==> config.mk <==
export PLATFORM = sky130hd
export DESIGN_NAME = multicycle_control
export DESIGN_NICKNAME = d
export VERILOG_FILES = /design/src/rtl/multicycle_control.sv
export SDC_FILE = /design/constraint.sdc
export NUM_CORES = 1
export LEC_CHECK = 0
export CAP_MARGIN = 20
export CORE_ASPECT_RATIO = 1.5
export CORE_MARGIN = 2
export CORE_UTILIZATION = 45
export DETAILED_ROUTE_END_ITERATION = 8
export GPL_TIMING_DRIVEN = 1
export HOLD_SLACK_MARGIN = 0.1
export MAX_ROUTING_LAYER = met4
export PLACE_DENSITY = 0.77
export SYNTH_ARGS = -nofsm -noshare
export SYNTH_HDL_FRONTEND = slang
export SYNTH_SLANG_ARGS = --single-unit
==> constraint.sdc <==
create_clock -name clk -period 1.7 [get_ports clk]
set_input_delay 0.34 -clock clk [delete_from_list [all_inputs] [get_ports clk]]
set_output_delay 0.34 -clock clk [all_outputs]
set_load 0.1 [all_outputs]
==> src/rtl/multicycle_control.sv <==
// Multi-cycle MIPS sequencing FSM with memory wait-state handshake and wait watchdog.
// Optional ILLEGAL_OP_TRAP_EN: unknown opcodes park the FSM in TRAP and drive illegal_op.
module multicycle_control #(
    parameter int WAIT_LIMIT = 15,
    parameter int CNT_W      = 8
) (
    input  logic       clk,
    input  logic       reset,
    input  logic [5:0] OP,
    input  logic [5:0] func,
    input  logic       Zero,
    input  logic       mem_ready,
    output logic       IorD,
    output logic       MemRead,
    output logic       MemWrite,
    output logic       IRWrite,
    output logic [1:0] RegDst,
    output logic [1:0] MemtoReg,
    output logic       RegWrite,
    output logic       ALUSrcA,
    output logic [1:0] ALUSrcB,
    output logic [2:0] ALUOp,
    output logic [1:0] PCSource,
    output logic       PCWrite,
    output logic       mem_timeout,
    output logic [3:0] state
`ifdef ILLEGAL_OP_TRAP_EN
    ,
    output logic       illegal_op
`endif
);

    // state  | meaning
    // FETCH  | read instruction at PC, PC <= PC+4 on mem_ready
    // DECODE | branch target into ALUOut, dispatch on OP
    // MEMADR | effective address for LW/SW
    // MEMRD  | data read, waits for mem_ready
    // MEMWB  | MDR -> rt
    // MEMWR  | data write, waits for mem_ready
    // RTEXEC | R-type ALU operation
    // ALUWB  | ALUOut -> rd
    // BRANCH | compare, conditional PC load
    // IEXEC  | immediate ALU operation
    // IWB    | ALUOut -> rt
    // JUMP   | PC <= jump target
    // JR     | PC <= rs
    // JAL    | PC <= jump target, $31 <= PC+4
    // TRAP   | illegal opcode, held until reset
    typedef enum logic [3:0] {
        S_FETCH  = 4'd0,  S_DECODE = 4'd1,  S_MEMADR = 4'd2,  S_MEMRD  = 4'd3,
        S_MEMWB  = 4'd4,  S_MEMWR  = 4'd5,  S_RTEXEC = 4'd6,  S_ALUWB  = 4'd7,
        S_BRANCH = 4'd8,  S_IEXEC  = 4'd9,  S_IWB    = 4'd10, S_JUMP   = 4'd11,
        S_JR     = 4'd12, S_JAL    = 4'd13, S_TRAP   = 4'd14
    } state_t;

    state_t           r_state;
    state_t           w_next;
    logic [CNT_W-1:0] r_cnt;
    logic             r_timeout;
    logic             w_mem_state;
    logic             w_abort;

    assign w_mem_state = (r_state == S_FETCH) || (r_state == S_MEMRD) || (r_state == S_MEMWR);
    // Abort on the WAIT_LIMIT-th consecutive not-ready cycle; a ready in that cycle wins.
    assign w_abort = w_mem_state && !mem_ready && (r_cnt == CNT_W'(WAIT_LIMIT - 1));

    always_ff @(posedge clk) begin
        if (reset) begin
            r_state   <= S_FETCH;
            r_cnt     <= '0;
            r_timeout <= 1'b0;
        end else begin
            r_state   <= w_next;
            r_timeout <= w_abort;
            if (w_mem_state && !mem_ready && !w_abort)
                r_cnt <= r_cnt + CNT_W'(1);
            else
                r_cnt <= '0;
        end
    end

    always_comb begin
        w_next = r_state;
        case (r_state)
            S_FETCH:  if (w_abort) w_next = S_FETCH;
                      else if (mem_ready) w_next = S_DECODE;
            S_DECODE: begin
                case (OP)
                    6'h00:                      w_next = (func == 6'h08) ? S_JR : S_RTEXEC;
                    6'h23, 6'h2B:               w_next = S_MEMADR;
                    6'h08, 6'h0D, 6'h0C, 6'h0F: w_next = S_IEXEC;
                    6'h04, 6'h05:               w_next = S_BRANCH;
                    6'h02:                      w_next = S_JUMP;
                    6'h03:                      w_next = S_JAL;
`ifdef ILLEGAL_OP_TRAP_EN
                    default:                    w_next = S_TRAP;
`else
                    default:                    w_next = S_FETCH;
`endif
                endcase
            end
            S_MEMADR: w_next = (OP == 6'h23) ? S_MEMRD : S_MEMWR;
            S_MEMRD:  if (w_abort) w_next = S_FETCH;
                      else if (mem_ready) w_next = S_MEMWB;
            S_MEMWR:  if (w_abort || mem_ready) w_next = S_FETCH;
            S_RTEXEC: w_next = S_ALUWB;
            S_IEXEC:  w_next = S_IWB;
            S_TRAP:   w_next = S_TRAP;
            default:  w_next = S_FETCH;
        endcase
    end

    always_comb begin
        IorD     = 1'b0;
        MemRead  = 1'b0;
        MemWrite = 1'b0;
        IRWrite  = 1'b0;
        RegDst   = 2'd0;
        MemtoReg = 2'd0;
        RegWrite = 1'b0;
        ALUSrcA  = 1'b0;
        ALUSrcB  = 2'd0;
        ALUOp    = 3'b000;
        PCSource = 2'd0;
        PCWrite  = 1'b0;
        if (!reset) begin
            case (r_state)
                S_FETCH: begin
                    MemRead = 1'b1;
                    ALUSrcB = 2'd1;
                    ALUOp   = 3'b100;
                    IRWrite = mem_ready;
                    PCWrite = mem_ready;
                end
                S_DECODE: begin
                    ALUSrcB = 2'd3;
                    ALUOp   = 3'b100;
                end
                S_MEMADR: begin
                    ALUSrcA = 1'b1;
                    ALUSrcB = 2'd2;
                    ALUOp   = 3'b100;
                end
                S_MEMRD: begin
                    IorD    = 1'b1;
                    MemRead = 1'b1;
                end
                S_MEMWB: begin
                    MemtoReg = 2'd1;
                    RegWrite = 1'b1;
                end
                S_MEMWR: begin
                    IorD     = 1'b1;
                    MemWrite = mem_ready;
                end
                S_RTEXEC: begin
                    ALUSrcA = 1'b1;
                    ALUOp   = 3'b111;
                end
                S_ALUWB: begin
                    RegDst   = 2'd1;
                    RegWrite = 1'b1;
                end
                S_IEXEC: begin
                    ALUSrcA = 1'b1;
                    ALUSrcB = 2'd2;
                    case (OP)
                        6'h0D:   ALUOp = 3'b101;
                        6'h0C:   ALUOp = 3'b110;
                        6'h0F:   ALUOp = 3'b001;
                        default: ALUOp = 3'b100;
                    endcase
                end
                S_IWB: RegWrite = 1'b1;
                S_BRANCH: begin
                    ALUSrcA  = 1'b1;
                    ALUOp    = 3'b011;
                    PCSource = 2'd1;
                    PCWrite  = ((OP == 6'h04) && Zero) || ((OP == 6'h05) && !Zero);
                end
                S_JUMP: begin
                    PCSource = 2'd2;
                    PCWrite  = 1'b1;
                end
                S_JR: begin
                    PCSource = 2'd3;
                    PCWrite  = 1'b1;
                end
                S_JAL: begin
                    RegDst   = 2'd2;
                    MemtoReg = 2'd2;
                    RegWrite = 1'b1;
                    PCSource = 2'd2;
                    PCWrite  = 1'b1;
                end
                default: ;
            endcase
        end
    end

    assign mem_timeout = r_timeout && !reset;
    assign state       = reset ? 4'd0 : r_state;
`ifdef ILLEGAL_OP_TRAP_EN
    assign illegal_op  = (r_state == S_TRAP) && !reset;
`endif

endmodule

==> results of run 1 <==
## kinds of logic after synthesis
logic type | Yosys count | synth area share
and+or+nand+nor | 90 | 0.427
AOI/OAI and AO/OA | 34 | 0.194
buffers and inverters | 16 | 0.0705
DFF | 13 | 0.226
xor gates and xnor gates | 8 | 0.0607
adders and majority gates | 2 | 0.0217
## metrics by stage
stage,area [um2],setup TNS (ps)
3_5_place_dp,2280,-8330
3_3_place_gp,2280,-5650
2_1_floorplan,1500,-3500
==> run metrics, run 1 <==
status=stopped before the end; stopping stage=clock tree synthesis (4_1_cts); Log Error=[ERROR DPL-0038] Utilization greater than 100%, impossible to legalize; Die Height=66.0 um; # H-tree levels=1; routability cong.=0.889; flops & latches, synth=13; Async SR Flop Fraction=0; Resize count post-CTS=66; Syn Area/Cell=7.08 um2; num ports=39; Area contributors post-synth=dfxtp_1 23%, nor2_1 5.9%, nand2_1 5.2%, a21oi_1 4.3%, and3_1 4.3%; IO Port Bufs=38; Post-Syn Nets=181; Post-Place Cells=254; clock buffer depth=2; most frequent cell after synthesis=nor2_1; postcts setup bufs=17; Top FF cell, synth=dfxtp_1; Mapped Cells=163; pre-CTS setup slack=-510 ps; Initial Util=0.471; biggest area consumer among synthesized cells=dfxtp_1; Die X=45.3 um; Root Buffer=clkbuf_4; CTS Hold Buffers Added=0; DP Wirelength=4220 um; Yosys Warn Count=0; Seq/Total Area, Yosys=0.226; most frequent cells after synthesis=18 x nor2_1, 16 x nand2_1, 13 x dfxtp_1; Synth top area share=0.226; # clock sinks=13; Mapped Area=0.00115 mm2; Distinct cells, synth=43; # rows=22; CTS buffer count=3; Post-synth EDFFs=0
==> run 2, diff against run 1 <==
==> config.mk (replaced) <==
export PLATFORM = sky130hd
export DESIGN_NAME = multicycle_control
export DESIGN_NICKNAME = d
export VERILOG_FILES = /design/src/rtl/multicycle_control.sv
export SDC_FILE = /design/constraint.sdc
export NUM_CORES = 1
export LEC_CHECK = 0
export CAP_MARGIN = 20
export CORE_AREA = 2 2 63 65
export DETAILED_ROUTE_END_ITERATION = 8
export DIE_AREA = 0 0 65 67
export GPL_TIMING_DRIVEN = 1
export PLACE_DENSITY_LB_ADDON = 0.15
export SYNTH_ARGS = -nofsm -noshare
export SYNTH_HDL_FRONTEND = slang
export SYNTH_SLANG_ARGS = --single-unit
==> run 2 against run 1 <==
  * Area after synthesis unchanged
  * The flow now finishes, with violations (negative setup slack)
  * Synthesized cell count unchanged
==> run metrics, run 2 <==
met3 Use GR=0.0236; worst-margin pin slew=722 ps; Min-Delay Endpoint=r_cnt[0]$_SDFF_PP0_; CTS tree=yes; peak fanout along the critical path=4; CORE AREA=0.00361 mm2; DP Wirelength=3000 um (-29%); clock buffer depth=2 (unchanged); Die Height=67 um (+1.5%); violated checks=negative setup slack; initial antenna violation count=0; clock slew at reported path FFs=70 ps; max-cap viol count=0; reg2reg start=r_state[2]$_SDFFE_PP0P_; CP Cell Sequence=nor4_4 > and3_4 > nand4_1 > a21oi_4 > buf_12; most frequent cell after synthesis=nor2_1; RSZ-0062 raised after global routing=true; All-Layer GR Usage=0.234; Largest Register=r_cnt; top flop regs=r_cnt x8, r_state x4, r_timeout x1; biggest area consumer among synthesized cells=dfxtp_1; Worst setup EP type=primary output; Worst path slowest cell=dfxtp_4; hold crit path type=reg2reg; Yosys Warn Count=0 (unchanged); Avg WL per Cell=19.7 um; Worst Path Arrival=1660 ps; Mapped Area=0.00115 mm2 (unchanged); Max Fclk=0.501 GHz; worst reg2reg path depth=9; routability cong.=0.859 (-3.4%); Mapped Cells=163 (unchanged); # rows=22 (unchanged); # H-tree levels=1 (unchanged); Worst-Skew Late Latency=250 ps; Hold Path Cell Cnt=1; Congestion Overflow GR=0; Final Hold Vio Count=0; met1 usage=0.250; Area contributors post-synth=dfxtp_1 23%, nor2_1 5.9%, nand2_1 5.2%, a21oi_1 4.3%, and3_1 4.3%; Slew HR=0.506; vias per inst=5.57; CTS buffer count=3 (unchanged); worst setup path startpoint=r_state[2]$_SDFFE_PP0P_; Pleak=0.00116 uW; min-delay src=r_cnt[0]$_SDFF_PP0_; Die X=65 um (+43%); slowest stage delay, CP=380 ps; worst setup path category=reg2out; Async SR Flop Fraction=0 (unchanged); CP Data Required Time=1360 ps; Post-Place Cells=279 (+9.8%); routed vias=1,753; first-pass GRT wire length=7950 um; Final WS setup=-295 ps; Post-synth EDFFs=0 (unchanged); antenna-violating nets left=0; most frequent cells in the layout=49 x buf_4, 27 x buf_12, 16 x buf_6, 10 x nand2_1, 9 x dfxtp_1; global route hottest layer=met2; nets=286; Largest register FFs=8; DIE AREA=0.00436 mm2; num ports=39 (unchanged); setup violators final=32; Final Cycle Share=1.17; Synth top area share=0.226 (unchanged); DR iter-0 viols=73; Syn Area/Cell=7.08 um2 (unchanged); Routed WL=6200 um; met2 global-route usage=0.474; Fin Clk Skew=8.75 ps; status=finished, violations left; Top FF cell, synth=dfxtp_1; Seq/Total Area, Yosys=0.226 (unchanged); crit-path leading delay family=simple AND/OR/NAND/NOR gates; worst hold margin=494 ps; Root Buffer=clkbuf_8; Distinct cells, synth=43 (unchanged); reg-to-reg endpoint=r_state[2]$_SDFFE_PP0P_; # clock sinks=13 (unchanged); Antenna Cells=0; VDD IR-drop max=0.278 mV; final critical-path required period=2000 ps; largest net degree at the start of global routing=12; Setup TNS=-5650 ps; final non-filler cell total=315; flops & latches, synth=13 (unchanged); share of cells above drive strength 1=0.670; most frequent cells after synthesis=18 x nor2_1, 16 x nand2_1, 13 x dfxtp_1; final slew viol count=0; crit path launch type=flip-flop; Initial Util=0.320 (-0.151); Synth-to-Final Area Change=159%; R2R Setup Slk=-260 ps; Final Power=1150 uW; post-layout util=0.827; most common cell after layout, fill and taps aside=buf_4; vias in the first global route=1,734; Post-route DRC=0; worst path bufs/invs=1; PwrDens=386 mW/mm2; DRT Pass-1 Iters=4; Post-Syn Nets=181 (unchanged); IO Port Bufs=38 (unchanged)
run 2: cell counts after synthesis:
No cell type changed its count.
run 2: kinds of logic after synthesis:
family,Yosys count,synth area share
buffers and inverters,16,0.0705
AOI/OAI and AO/OA,34,0.194
adders and majority gates,2,0.0217
and+or+nand+nor,90,0.427
xor gates and xnor gates,8,0.0607
DFF,13,0.226
run 2: how the worst max path moves through the flow:
stage / endpoint / slack, ps / cells after the start
after global routing: ALUOp[1] / -350 / 5
final: ALUOp[1] / -300 / 5
after global placement: PCWrite / -430 / 6
after CTS: ALUOp[1] / -280 / 5
after detailed placement: PCWrite / -460 / 6
after floorplan: MemRead / -470 / 3
run 2: per-stage QoR:
step           instance area [um2]  worst slack, ps
2_1_floorplan                 1500             -465
6_report                      2980             -295
4_1_cts                       2720             -279
3_5_place_dp                  2350             -465
3_3_place_gp                  2350             -427
5_1_grt                       2980             -351
run 2: timing repair:
item	4_1_cts	5_1_grt
buffers inserted	16	20
pin swaps	25	21
hold buffers	0	0
resized for setup	77	30
endpoints found under the hold margin	0	0
gates cloned	0	0
setup endpoints to repair	34	30
run 2: power breakdown:
part | switching [uW] | internal [uW]
combinational | 293 | 239
sequential | 13.0 | 308
clock | 131 | 166
run 2: layout make-up:
cell class	count	area, um2
flip-flops and latches	13	273
fillers	190	623
well taps	48	60.1
multi-input cells	134	1300
repair buffers	111	1280
inverters	5	25.0
clock buffers	4	45.0
run 2: per-layer routing:
metal  part of all wire  vias to the layer above
li1                   -                      793
met1               0.36                      842
met2               0.54                       87
met3              0.034                       31
met4              0.061                        0
met5                  0                        -
(Power assumes the default switching activity.)
